**src/rtl/arm7tdmi_pkg.sv**
```systemverilog
// Shared types and constants for the ARM7TDMI fetch path.
package arm7tdmi_pkg;

    typedef enum logic [1:0] {
        F_IDLE,
        F_WAIT,
        F_DISCARD
    } fetch_state_t;

    localparam logic [31:0] ARM_PC_STEP   = 32'd4;
    localparam logic [31:0] THUMB_PC_STEP = 32'd2;

    typedef struct packed {
        logic [31:0] instr;
        logic [31:0] pc;
        logic        thumb;
        logic        abort;
    } fetch_entry_t;

    // Force a fetch address onto the instruction boundary of the given state.
    function automatic logic [31:0] align_pc(input logic [31:0] pc, input logic thumb);
        return thumb ? {pc[31:1], 1'b0} : {pc[31:2], 2'b00};
    endfunction

    function automatic logic [31:0] pc_step(input logic thumb);
        return thumb ? THUMB_PC_STEP : ARM_PC_STEP;
    endfunction

endpackage

```
**src/rtl/arm7tdmi_fetch_fifo.sv**
```systemverilog
// Small circular buffer holding fetched instructions between memory and decoder.
module arm7tdmi_fetch_fifo
    import arm7tdmi_pkg::*;
#(
    parameter int DEPTH = 3,
    parameter int CNT_W = $clog2(DEPTH + 1)
) (
    input  logic             clk,
    input  logic             rst_n,
    input  logic             push,
    input  logic             pop,
    input  logic             clear,
    input  fetch_entry_t     wr_entry,
    output fetch_entry_t     rd_entry,
    output logic [CNT_W-1:0] count,
    output logic             empty
);

    localparam int               PTR_W = (DEPTH > 1) ? $clog2(DEPTH) : 1;
    localparam logic [PTR_W-1:0] LAST  = PTR_W'(DEPTH - 1);
    localparam logic [CNT_W-1:0] FULL  = CNT_W'(DEPTH);

    fetch_entry_t     mem [DEPTH];
    logic [PTR_W-1:0] wr_ptr;
    logic [PTR_W-1:0] rd_ptr;
    logic             do_push;
    logic             do_pop;

    assign empty    = (count == '0);
    assign do_pop   = pop & ~empty & ~clear;
    assign do_push  = push & ~clear & ((count != FULL) | do_pop);
    assign rd_entry = mem[rd_ptr];

    // Entry storage: written on push only.
    // NOTE: storage has no reset; consumers only look at it while count says the slot is live.
    always_ff @(posedge clk) begin
        if (do_push) mem[wr_ptr] <= wr_entry;
    end

    // Pointer and occupancy bookkeeping; clear drops everything at once.
    // NOTE: sequential state uses non-blocking assignments so every flop sees pre-edge values.
    always_ff @(posedge clk or negedge rst_n) begin
        if (!rst_n) begin
            wr_ptr <= '0;
            rd_ptr <= '0;
            count  <= '0;
        end else if (clear) begin
            wr_ptr <= '0;
            rd_ptr <= '0;
            count  <= '0;
        end else begin
            if (do_push) wr_ptr <= (wr_ptr == LAST) ? '0 : wr_ptr + 1'b1;
            if (do_pop)  rd_ptr <= (rd_ptr == LAST) ? '0 : rd_ptr + 1'b1;
            if (do_push && !do_pop)      count <= count + 1'b1;
            else if (!do_push && do_pop) count <= count - 1'b1;
        end
    end

endmodule

```
**src/rtl/arm7tdmi_prefetch_unit.sv**
```systemverilog
// Instruction prefetch stage: sequential fetch, req/ack memory port, decoder queue, flush redirect.
module arm7tdmi_prefetch_unit
    import arm7tdmi_pkg::*;
#(
    parameter int          DEPTH    = 3,
    parameter logic [31:0] RESET_PC = 32'h0000_0000
) (
    input  logic        clk,
    input  logic        rst_n,
    input  logic        flush,
    input  logic [31:0] flush_pc,
    input  logic        flush_thumb,
    output logic        mem_req,
    output logic [31:0] mem_addr,
    output logic        mem_size,
    input  logic        mem_ack,
    input  logic [31:0] mem_rdata,
    input  logic        mem_abort,
    output logic        dec_valid,
    input  logic        dec_ready,
    output logic [31:0] dec_instr,
    output logic [31:0] dec_pc,
    output logic        dec_thumb,
    output logic        dec_abort
);

    localparam int               CNT_W   = $clog2(DEPTH + 1);
    localparam logic [CNT_W-1:0] DEPTH_C = CNT_W'(DEPTH);

    fetch_state_t     state;
    fetch_state_t     state_next;
    logic [31:0]      fetch_pc;
    logic             thumb;
    logic [31:0]      disc_addr;
    logic             disc_size;
    logic             fetch_en;
    logic             push;
    logic             pop;
    logic             fifo_empty;
    logic [CNT_W-1:0] count;
    fetch_entry_t     wr_entry;
    fetch_entry_t     head;

    // A flush in the same cycle wins over a pop, so the pop is masked here.
    assign dec_valid = ~fifo_empty;
    assign pop       = dec_valid & dec_ready & ~flush;

    // While discarding, the abandoned request keeps its original address and size.
    assign mem_addr = (state == F_DISCARD) ? disc_addr : fetch_pc;
    assign mem_size = (state == F_DISCARD) ? disc_size : thumb;

    assign wr_entry = '{
        instr: mem_abort ? 32'h0 : (thumb ? {16'h0, mem_rdata[15:0]} : mem_rdata),
        pc:    fetch_pc,
        thumb: thumb,
        abort: mem_abort
    };

    assign dec_instr = dec_valid ? head.instr : 32'h0;
    assign dec_pc    = dec_valid ? head.pc    : 32'h0;
    assign dec_thumb = dec_valid & head.thumb;
    assign dec_abort = dec_valid & head.abort;

    arm7tdmi_fetch_fifo #(
        .DEPTH (DEPTH),
        .CNT_W (CNT_W)
    ) u_fifo (
        .clk      (clk),
        .rst_n    (rst_n),
        .push     (push),
        .pop      (pop),
        .clear    (flush),
        .wr_entry (wr_entry),
        .rd_entry (head),
        .count    (count),
        .empty    (fifo_empty)
    );

    // Fetch FSM: issue when there is room, wait for ack, drop data of a flushed request.
    // NOTE: every output of this block gets a default first so no latch can be inferred.
    always_comb begin
        state_next = state;
        mem_req    = 1'b0;
        push       = 1'b0;
        case (state)
            F_IDLE: begin
                if (fetch_en && !flush && (count < DEPTH_C || pop)) begin
                    mem_req    = 1'b1;
                    state_next = F_WAIT;
                end
            end
            F_WAIT: begin
                mem_req = 1'b1;
                if (flush) begin
                    state_next = mem_ack ? F_IDLE : F_DISCARD;
                end else if (mem_ack) begin
                    push       = 1'b1;
                    state_next = F_IDLE;
                end
            end
            F_DISCARD: begin
                mem_req = 1'b1;
                if (mem_ack) state_next = F_IDLE;
            end
            default: state_next = F_IDLE;
        endcase
    end

    // State, fetch PC and instruction-set state; fetch_en keeps mem_req low throughout reset.
    always_ff @(posedge clk or negedge rst_n) begin
        if (!rst_n) begin
            state     <= F_IDLE;
            fetch_pc  <= RESET_PC;
            thumb     <= 1'b0;
            disc_addr <= RESET_PC;
            disc_size <= 1'b0;
            fetch_en  <= 1'b0;
        end else begin
            state    <= state_next;
            fetch_en <= 1'b1;
            if (flush) begin
                if (state == F_WAIT && !mem_ack) begin
                    disc_addr <= fetch_pc;
                    disc_size <= thumb;
                end
                fetch_pc <= align_pc(flush_pc, flush_thumb);
                thumb    <= flush_thumb;
            end else if (push) begin
                fetch_pc <= fetch_pc + pc_step(thumb);
            end
        end
    end

endmodule

```
**config.mk**
```make
export PLATFORM = sky130hd
export DESIGN_NAME = arm7tdmi_prefetch_unit
export DESIGN_NICKNAME = d
export VERILOG_FILES = /design/src/rtl/arm7tdmi_pkg.sv /design/src/rtl/arm7tdmi_fetch_fifo.sv /design/src/rtl/arm7tdmi_prefetch_unit.sv
export SDC_FILE = /design/constraint.sdc
export NUM_CORES = 1
export LEC_CHECK = 0
export CAP_MARGIN = 20
export CORE_MARGIN = 8
export CORE_UTILIZATION = 45
export DETAILED_ROUTE_END_ITERATION = 16
export DONT_BUFFER_PORTS = 1
export GPL_TIMING_DRIVEN = 1
export SLEW_MARGIN = 10
export SYNTH_ARGS = -nofsm -noshare
export SYNTH_HDL_FRONTEND = slang
export SYNTH_SLANG_ARGS = --single-unit
```
**constraint.sdc**
```tcl
create_clock -name clk -period 9.16 [get_ports clk]
set_clock_uncertainty 0.15 [all_clocks]
set_input_delay 1.832 -clock clk [delete_from_list [all_inputs] [get_ports clk]]
set_output_delay 1.832 -clock clk [all_outputs]
set_load 0.02 [all_outputs]
```
**Word level (Yosys, flattened, before mapping)**

Memories as Yosys holds them, arrays and structs flattened.
Index checks and enable logic that the tools add are counted.

- Flip-flop bits (word level): 75
- Memory bits (writable): 198
- Bits of input ports: 71
- Memories: 1

- Add/subtract/negate cells: 5
- Magnitude comparators: 1
- Equal/unequal tests: 6
- Multiplexer cells: 31
- Bitwise gates (word level): 11
- Reductions and logical operators: 18

Memory list:

| name | depth | width | read ports | clocked after memory_dff | wr ports | line | RTL |
|---|---|---|---|---|---|---|---|
| u_fifo.mem | 3 | 66 | 1 | 0 | 1 | arm7tdmi_fetch_fifo.sv:23 | `fetch_entry_t mem [DEPTH];` |

Operator list:

| operator | count |
|---|---|
| $mux W32 | 7 |
| $add A32 B3 Y32 | 1 |
| $mux W2 | 14 |
| $and A1 B1 Y1 | 8 |
| $mux W1 | 7 |
| $add A2 B1 Y2 const B | 3 |
| $eq A2 B2 Y1 const B | 3 |
| $pmux W2 S3 | 1 |
| $reduce_bool A2 Y1 | 3 |
| $logic_and A1 B1 Y1 | 5 |
| $logic_not A1 Y1 | 4 |
| $logic_not A2 Y1 | 2 |
| $ne A2 B2 Y1 const B | 2 |
| $mux W3 | 1 |
| $reduce_bool A3 Y1 | 1 |
| $eq A2 B1 Y1 const B | 1 |
| $lt A2 B2 Y1 const B | 1 |
| $not A1 Y1 | 2 |
| $pmux W1 S2 | 1 |
| $reduce_and A2 Y1 | 1 |
| $reduce_or A2 Y1 | 1 |
| $sub A2 B1 Y2 const B | 1 |
| $logic_or A1 B1 Y1 | 1 |
| $or A1 B1 Y1 | 1 |

**Longest topological paths before layout**

Gate-level depths: netlist (run 1).

- Depth after elaboration: 13
- Depth in mapped cells: 8
- Depth with buffers taken out: 8

**Hierarchy**

From an unflattened synthesis (run 1), not the netlist that was laid out.

- Cells, all modules: 918
- Area, all modules: 11,921.4 um^2

By module, submodules not included:

| module | instances | cells each | area each (um^2) |
|---|---|---|---|
| arm7tdmi_fetch_fifo | 1 | 456 | 7,662.3 |
| arm7tdmi_prefetch_unit | 1 | 462 | 4,259.1 |

**Worst setup path before layout (run 1)**

No wires, ideal clock.

- Kind: input to register
- Start: input port flush
- End: memory u_fifo.mem[2][0] (netlist bit) (enable)
- Library setup time: 0.581 ns
- Arrival: 7.141 ns
- Data required time: 8.429 ns
- Setup slack: 1.287 ns
- Stages on the path: 4
- Buffers on the path: 1
- Path through: and3b_1 -> clkbuf_1 -> nand2_1 -> nor3b_1

- Longest elaborated chain between the ends: 8
- Elaborated cells between the ends (all ways): 11
- Those cells by class: 4 x mux; 7 x bitwise

RTL lines:

| item | line | RTL |
|---|---|---|
| from (decl) | arm7tdmi_prefetch_unit.sv:10 | `input logic flush,` |
| $not A1 Y1 | arm7tdmi_fetch_fifo.sv:30, arm7tdmi_fetch_fifo.sv:31, arm7tdmi_prefetch_unit.sv:46 |  |
| $and A1 B1 Y1 | arm7tdmi_prefetch_unit.sv:46 | `assign pop = dec_valid & dec_ready & ~flush;` |
| $and A1 B1 Y1 (2 in series) | arm7tdmi_fetch_fifo.sv:30 | `assign do_pop = pop & ~empty & ~clear;` |
| $or A1 B1 Y1 | arm7tdmi_fetch_fifo.sv:31 | `assign do_push = push & ~clear & ((count != FULL) \| do_pop);` |
| $and A1 B1 Y1 * | arm7tdmi_fetch_fifo.sv:31 |  |
| $mux W1 * | arm7tdmi_fetch_fifo.sv:37 | `if (do_push) mem[wr_ptr] <= wr_entry;` |
| $mux W1 (implied by the code) * | arm7tdmi_fetch_fifo.sv:37 |  |
| to (decl) | arm7tdmi_fetch_fifo.sv:23 |  |

Mark *: on every way between the ends. The rest lies on a longest branch, timed or not.

**Worst setup path after layout (run 1)**

- Start: register u_fifo.rd_ptr[0]
- End: output port dec_pc[31]

- Longest elaborated chain between the ends: 2

RTL lines:

| item | line | RTL |
|---|---|---|
| from (decl) | arm7tdmi_fetch_fifo.sv:25 | `logic [PTR_W-1:0] rd_ptr;` |
| from (signal assigned) | arm7tdmi_fetch_fifo.sv:53 | `if (do_pop) rd_ptr <= (rd_ptr == LAST) ? '0 : rd_ptr + 1'b1;` |
| $mem_v2 Z3 W66 | -- |  |
| $mux W32 | arm7tdmi_prefetch_unit.sv:60 | `assign dec_pc = dec_valid ? head.pc : 32'h0;` |
| to (decl) | arm7tdmi_prefetch_unit.sv:22 | `output logic [31:0] dec_pc,` |

Every way passes these cells.

==> flow_summary.ini, run 1 <==
[clock_tree]
hold_buffers = 0
h-tree-depth = 1
clkTransAtPathRegs_ns = 0.06
clock-sinks = 268
postCtsSetupBuffers = 0
clockRootBuffer = clkbuf_16
cts_resized = 0
cts_tree = built
cts_buffers = 28
clockBufferDepth = 3
worstSkewPairLatency_ns = 0.53

[logic_synthesis]
synth_edf_count = 195
synth_top_area_share_pct = 50.6
ys_types = 43
synthArstFlopShare_pct = 27.2
synth_warnings = 0
syn_inst = 897
synthTopCellsByArea = edfxtp_1 (51%), dfrtp_1 (16%), mux2i_1 (5.8%)
synth-main-ff-cell = edfxtp_1
yosys.area.top_type = edfxtp_1
ys_ff_latch = 268
avgSynthCellArea_um2 = 12.9
netlist_area_um2 = 11600
synth-seq-area-share_pct = 66.4

[global_routing]
antenna_found_initial = 1
grt_pass1_wl_um = 39100
grt_pass1_vias = 6730
grt_max_degree = 86
grt_util_all_layers_pct = 16.0
overflow = 0

[sta]
slew_violations = 0
final.setup.tns_ns = 0
finalSetupViolations = 0
finalCritPeriodShare_pct = 53.4
worstMarginPinSlew_ns = 0.992
period_minus_slack_ns = 4.89
relSlewSlack_pct = 33.1
hold_viol = 0
rsz0062_at_grt = false
max_freq_mhz = 205

[setup_path]
path_max_fanout = 42
start_kind = flop
arrival_ns = 2.91
path_class = reg -> out
cp_cell_sequence = buf_4 > mux2i_1 > nor2_1 > a21oi_1 > nor2_1
max_stage_delay_ns = 0.76
cp_num_buf_inv = 1
slowest_stage = dfrtp_4
crit_family = flip-flops
cp.required_ns = 7.18
crit_path_end_kind = output port
crit_top_cell = nor2_1

[drt]
via_per_inst = 5.37
vias = 6659
drc = 0
post_drt_wl_per_cell_um = 20.1
dr.first_iter.drc_count = 270
postRouteAntennaNets = 0
postRouteWirelength_um = 24900
firstDrtPassIters = 4

[pwr]
p_int_mw = 2.28
p_leak_nw = 4.54
power_frac_clock_pct = 39.0
switching_share_pct = 24.2
vdd.ir_drop.worst_mv = 0.131
power_frac_seq_pct = 49.9
p_sw_uw = 728
comb_power_share_pct = 11.1
pwr_density_cell_nw_per_um2 = 234

[floorplan]
die-area_um2 = 31100
io_pins = 172
core_area_um2 = 25300
die_w_um = 176
fp.dieH_um = 176
initial_core_util_pct = 45.8
row_count = 58

[place]
place_hpwl_um = 15300
dp.cells = 1186
port_buffers = 0
place_congestion = 0.708

[run]
maxCapViolations = 0

[worst_hold_path]
worstHoldPathType = reg -> reg

[final_layout]
fin_nets = 965
drive_above_1_share_pct = 14.4
diodes = 0
layout-area-overhead-vs-synth_pct = 11.2
final_cells = 1239

[run_status]
status = complete, no violations
==> cells in the final DEF, fill, tap and decap left out, types with 29 or more instances in the layout <==
master and n:
a21oi_1 73, clkbuf_16 29, dfrtp_1 71, edfxtp_1 195, mux2_2 59, mux2i_1 67, nand2_1 50, nor2_1 147
o21ai_0 31
==> layout make-up <==
class                           instances  area (µm²)
Fill cell                            2221       12400
Sequential cell                       268        7690
Multi-Input combinational cell        568        3670
Clock buffer                           39         833
Tap cell                              330         413
Clock inverter                         13         155
Timing Repair Buffer                   11        82.6
Inverter                               10        38.8
==> metrics by stage <==
stage | power (mW) | setup WS, ns | hold WS (ns) | util, % | area [µm²]
2_1_floorplan | 1.79 | 1.29 | 0.300 | - | 11600
3_3_place_gp | 1.86 | 4.37 | 0.314 | 47.1 | 11900
3_5_place_dp | 1.87 | 4.36 | 0.326 | 47.1 | 11900
4_1_cts | 3.05 | 4.17 | 0.340 | 51.0 | 12900
5_1_grt | 3.15 | 4.05 | 0.359 | 51.0 | 12900
6_report | 3.01 | 4.27 | 0.333 | 51.0 | 12900
==> cell usage after synthesis, types with 3 or more instances <==
library cell / number
a21oi_1: 73
and2_1: 19
buf_1: 7
buf_2: 10
clkbuf_1: 33
dfrtp_1: 73
edfxtp_1: 195
ha_1: 6
inv_1: 10
mux2_2: 59
mux2i_1: 67
nand2_1: 50
nand3_1: 16
nand3b_1: 3
nand4_1: 11
nor2_1: 148
nor2b_1: 17
nor3_1: 6
o21ai_0: 31
o21ai_1: 8
xnor2_1: 7
xor2_1: 19
==> flip-flops by register name, indices dropped and copies added, names as in the netlist <==
register	count
disc_addr	31
disc_size	1
u_fifo.mem	195
state	2
fetch_pc	31
u_fifo.wr_ptr	2
u_fifo.count	2
u_fifo.rd_ptr	2
fetch_en	1
thumb	1
==> tightest hold or removal path: stages, from the launching register on <==
cell     delay [ns]
dfrtp_1        0.34
nand2_1        0.04
o21ai_0        0.06
==> power groups by stage <==
stage	registers [mW]	clock network (mW)	logic (mW)
floorplan	1.51	0	0.286
detailed placement	1.53	0	0.341
CTS	1.50	1.21	0.341
global route	1.52	1.26	0.372
global placement	1.52	0	0.335
finish	1.50	1.17	0.334
==> routing by layer <==
metal | up-vias | track usage [%] | share of wire (%)
met5 | - | 0 | 0.044
met4 | 2 | 3.26 | 1.5
met3 | 34 | 4.44 | 6.8
met2 | 149 | 27.2 | 48
met1 | 3280 | 20.2 | 43
li1 | 3194 | - | -
==> path summary, 6_finish.rpt <==
path / depth (start not counted) / slack [ns] / end / start
hold reg to reg: 2 / 0.33 / disc_addr[2] / disc_addr[2]
setup / recovery: 5 / 4.27 / dec_pc[31] / u_fifo.rd_ptr[0]
hold / removal: 2 / 0.33 / disc_addr[2] / disc_addr[2]
max in group asynchronous: 0 / 7.87 / u_fifo.rd_ptr[0] / rst_n
setup reg to reg: 8 / 6.08 / u_fifo.mem[1][65] / state[1]
min in group asynchronous: 0 / 0.85 / disc_addr[25] / rst_n
==> logic make-up (layout without fill, tap and decap cells) <==
group | Yosys count | count (layout) | synth area share (%)
flip-flops | 268 | 268 | 66.4
XOR/XNOR | 26 | 26 | 1.97
multiplexers | 126 | 126 | 11.5
AO/OA/AOI/OAI | 120 | 120 | 5.40
other | 2 | 3 | 0.0649
AND/OR/NAND/NOR | 286 | 286 | 11.7
adder cells (fa/ha/maj) | 7 | 7 | 0.821
buffers and inverters | 62 | 73 | 2.18
Note: power is estimated with default switching activity, not from simulation.
==> inputs of run 2 (changes only) <==
clock period = 4.81 ns   (was 9.16 ns; I/O delays follow)
==> run 2 against run 1 <==
  * First-iteration DRC count increased by 8.9%
  * Non-clock buffer count is 3 higher
  * Sequential power up 91%
  * Die area stayed put
  * Critical endpoint is now mem_addr[30]
  * Combinational power grew 96%
  * Setup slack got worse by 3.1 ns
  * Wire length is 2.1% higher
  * Design area grew 1.2%
  * Clock power up 100%
  * Critical path depth down 1
  * Global-route usage up 0.11 points
  * Worst hold slack worse by 0.16 ns
==> flow_summary.ini, run 2 (synthesis gave the netlist of run 1 again) <==
[clock_tree]
cts_buffers = 29
clkTransAtPathRegs_ns = 0.06
clockRootBuffer = clkbuf_16
clock-sinks = 268
worstSkewPairLatency_ns = 0.53
h-tree-depth = 1
clockBufferDepth = 3
cts_tree = built
postCtsSetupBuffers = 0

[final_layout]
mostFrequentLayoutCell = edfxtp_1
largest_register_ffs = 195
reg_top3 = u_fifo.mem x195, disc_addr x31, fetch_pc x31
final_area_um2 = 13000
layout-area-overhead-vs-synth_pct = 12.6
regArea_um2 = 7690
fillers = 2235
drive_above_1_share_pct = 14.6
largest_register = u_fifo.mem
multi_input_area_um2 = 3680
fin_nets = 969
final_cells = 1244
final_cell_mix = edfxtp_1 (195), nor2_1 (146), a21oi_1 (73)

[pwr]
pwr_density_cell_nw_per_um2 = 450
vdd.ir_drop.worst_mv = 0.334
p_leak_nw = 4.59

[sta]
rsz0062_at_grt = false
finalSetupViolations = 0
finalCritPeriodShare_pct = 75.0
hold_viol = 0
relSlewSlack_pct = 31.1
final.setup.tns_ns = 0
period_minus_slack_ns = 3.61
worstMarginPinSlew_ns = 1.02
max_freq_mhz = 277
slew_violations = 0

[place]
place_congestion = 0.745
place_hpwl_um = 15800
port_buffers = 0
placed_area_um2 = 12000
dp.cells = 1189

[run_status]
status = complete, no violations

[global_routing]
antenna_found_initial = 1
grt_pass1_wl_um = 39300
grt_max_degree = 74
overflow = 0
grt_util_all_layers_pct = 16.1
grt_pass1_vias = 6691

[setup_path]
path_max_fanout = 23
start_kind = flop
crit_path_end_kind = output port
r2r-start = thumb
arrival_ns = 2.50
path_class = reg -> out
r2r_slack_ns = 1.80
rr_worst_depth = 9
reg2reg_to = fetch_pc[27]
cp.required_ns = 3.70

[drt]
dr.first_iter.drc_count = 294
postRouteWirelength_um = 25500
firstDrtPassIters = 4
post_drt_wl_per_cell_um = 20.5
vias = 6687
drc = 0
via_per_inst = 5.38
postRouteAntennaNets = 0

[floorplan]
io_pins = 172
initial_core_util_pct = 45.8
die-area_um2 = 31100
fp.dieH_um = 176
die_w_um = 176
core_area_um2 = 25300
row_count = 58

[run]
maxCapViolations = 0

[worst_hold_path]
worstHoldPathType = in -> async
==> run 2: cell count changes in the layout (fill, tap and decap cells not counted), sizes merged <==
cell	change
diode	+1
clkinv	-2
inv	+1
clkinvlp	-2
clkbuf	+3
bufinv	+1
buf	+3
==> run 2: stage by stage <==
| stage | setup slack (ns) | hold slack [ns] | power [mW] | utilization, % |
|---|---|---|---|---|
| 2_1_floorplan | 0.110 | 0.300 | 3.41 | - |
| 6_report | 1.20 | 0.170 | 5.87 | 51.6 |
| 3_3_place_gp | 1.51 | 0.314 | 3.55 | 47.4 |
| 3_5_place_dp | 1.55 | 0.325 | 3.57 | 47.4 |
| 5_1_grt | 1.00 | 0.177 | 6.12 | 51.6 |
| 4_1_cts | 1.12 | 0.164 | 5.94 | 51.6 |
==> run 2: metal layers <==
metal | track usage (%) | vias to the layer above | part of all wire (%)
met3 | 4.46 | 40 | 6.7
met2 | 26.7 | 167 | 47
met1 | 20.6 | 3280 | 44
li1 | - | 3198 | -
met4 | 3.99 | 2 | 1.9
met5 | 0 | - | 0.051
==> run 2: layout make-up <==
class,count,share of cell area [%]
clock inverter,11,1.28
timing repair buffer,14,1.34
tap,330,3.17
antenna,1,0.0192
sequential,268,59.0
inverter,10,0.298
multi-input combinational,568,28.2
clock buffer,42,6.65
==> run 2: report_power, final <==
group	total, mW	switching (mW)	internal (mW)
logic	0.656	0.394	0.262
registers	2.87	0.147	2.72
clock network	2.34	0.875	1.46
total	5.87	1.42	4.45
==> run 2: critical path: stages, from the launching register on <==
cell and delay [ns]:
dfrtp_1 0.43, inv_1 0.11, ha_2 0.62, buf_4 0.36, mux2_2 0.44
==> run 2: timing repair <==
item                                   in CTS  in global routing
hold buffers                                1                  0
gates resized for setup                     0                  0
endpoints found under the hold margin      73                  0
==> run 2: worst max-delay path by stage <==
stage,from,endpoint,slack (ns)
2_1_floorplan,flush,u_fifo.mem[2][0],0.11
3_3_place_gp,flush,u_fifo.mem[2][16],1.51
3_5_place_dp,flush,u_fifo.mem[2][16],1.55
4_1_cts,u_fifo.rd_ptr[0],dec_thumb,1.12
5_1_grt,u_fifo.rd_ptr[0],dec_thumb,1.00
6_report,state[0],mem_addr[30],1.20
==> inputs of run 3 (changes only) <==
clock period = 3.1 ns   (was 4.81 ns; I/O delays follow)
==> run 3 against run 2 <==
  * Count of clock-buffer cells in the layout shrank 1
  * Cell count is 1.4% higher
  * Critical path type unchanged
  * Critical path depth rose by 1
  * Worst hold slack worse by 0.13 ns
  * Wire length rose by 2.8%
  * Largest power group unchanged
  * Flip-flop and latch count stayed put
  * Global-route usage is 0.072 points higher
  * Combinational power increased by 66%
  * Register-to-register slack got worse by 1.5 ns
  * Power increased by 48%
  * First-iteration DRC count rose by 30%
  * Sequential power increased by 55%
==> flow_summary.ini, run 3 (synthesis gave the netlist of run 1 again) <==
[setup_path]
crit_start = u_fifo.rd_ptr[0]
path_class = reg -> out
crit_path_end_kind = output port
cp.required_ns = 2.33
path_max_fanout = 25
r2r-start = thumb
arrival_ns = 2.06
start_kind = flop

[floorplan]
initial_core_util_pct = 45.8
fp.dieH_um = 176
row_count = 58
core_area_um2 = 25300
io_pins = 172
die-area_um2 = 31100
die_w_um = 176

[final_layout]
largest_register = u_fifo.mem
final_cell_mix = edfxtp_1 (195), nor2_1 (147), a21oi_1 (73)
mostFrequentLayoutCell = edfxtp_1
diodes = 0
layout-area-overhead-vs-synth_pct = 13.2
fin_nets = 988
reg_top3 = u_fifo.mem x195, disc_addr x31, fetch_pc x31
final_cells = 1262
drive_above_1_share_pct = 14.7
largest_register_ffs = 195

[clock_tree]
clockBufferDepth = 3
clkTransAtPathRegs_ns = 0.06
clockRootBuffer = clkbuf_16
worstSkewPairLatency_ns = 0.54
clock-sinks = 268
h-tree-depth = 1
cts_resized = 0
cts_tree = built
cts_buffers = 29

[sta]
finalSetupViolations = 0
relSlewSlack_pct = 61.5
hold_viol = 0
max_freq_mhz = 354
worstMarginPinSlew_ns = 0.576
slew_violations = 0
final.setup.tns_ns = 0
period_minus_slack_ns = 2.83
rsz0062_at_grt = false
finalCritPeriodShare_pct = 91.2

[global_routing]
antenna_found_initial = 0
use_met2_pct = 26.7
use_met1_pct = 20.6
grt_util_all_layers_pct = 16.2
grt_pass1_wl_um = 39900
grt_max_degree = 74
grt_use_met3_pct = 5.21
top_usage_layer = met2
overflow = 0
grt_pass1_vias = 6896

[place]
place_congestion = 0.732
place_hpwl_um = 16200
port_buffers = 0
dp.cells = 1202

[drt]
postRouteWirelength_um = 26200
dr.first_iter.drc_count = 382
via_per_inst = 5.40
firstDrtPassIters = 4
postRouteAntennaNets = 0
drc = 0
post_drt_wl_per_cell_um = 20.7
vias = 6818

[run_status]
status = complete, no violations

[worst_hold_path]
worstHoldPathType = in -> reg
min_from = mem_abort

[pwr]
pwr_density_cell_nw_per_um2 = 660
p_leak_nw = 4.62
vdd.ir_drop.worst_mv = 0.339

[run]
maxCapViolations = 0
-- run 3: changes by cell type in the layout (fill, tap and decap cells not counted), moves of 3 or more --
cell,change
clkbuf_1,+6
dlygate4sd3_1,+4
bufinv_16,-3
buf_12,+6
clkbuf_8,-5
clkinv_1,+6
buf_4,+8
-- run 3: critical path, stage by stage, from the launching register on --
cell     delay [ns]
dfrtp_4        0.60
buf_12         0.22
mux2i_1        0.14
nor2_1         0.09
a21oi_1        0.05
nor2_1         0.41
-- run 3: routing by layer --
metal | up-vias | wire (µm)
met1 | 3389 | 11400
met5 | - | 0
li1 | 3233 | -
met4 | 0 | 416
met2 | 161 | 12400
met3 | 35 | 1970
-- run 3: worst paths after layout --
check                              endpoint  slack (ns)  cells past startpoint
max                              dec_pc[18]        0.27                      5
max reg2reg                    fetch_pc[31]        0.29                      9
min reg2reg                   disc_addr[21]        0.33                      2
min in group asynchronous      fetch_pc[30]        0.52                      2
min                        u_fifo.mem[0][0]        0.04                      0
max in group asynchronous          state[1]        1.93                      2
-- run 3: layout make-up --
cell class | instances | area [µm²]
clock buffer | 41 | 771
fill | 2274 | 12200
inverter | 10 | 38.8
timing repair buffer | 33 | 410
tap | 330 | 413
multi-input combinational | 568 | 3700
clock inverter | 12 | 82.6
sequential | 268 | 7690
-- run 3: timing repair --
item | in CTS | in global routing
endpoints found under the setup margin | 0 | 12
hold buffers | 3 | 2
endpoints found under the hold margin | 77 | 1
setup buffers | 0 | 2
-- run 3: report_power, final --
part	total [mW]	internal [mW]	leakage [nW]	switching (mW)
combinational	1.09	0.448	1.53	0.637
sequential	4.44	4.23	2.68	0.218
clock	3.12	1.80	0.407	1.32
total	8.65	6.48	4.62	2.18
-- run 3: stage by stage --
stage / power, mW / hold WS (ns) / setup WS (ns) / cell area [µm²] / utilization, %
final: 8.65 / 0.0401 / 0.274 / 13100 / 51.9
after global routing: 9.05 / 0.00127 / 0.118 / 13100 / 51.9
after CTS: 8.76 / 0.00343 / 0.0785 / 13000 / 51.7
after detailed placement: 5.58 / 0.177 / 0.283 / 12100 / 48.1
after global placement: 5.54 / 0.177 / 0.328 / 12100 / 48.1
after floorplan: 5.31 / 0.174 / -0.232 / 11600 / -
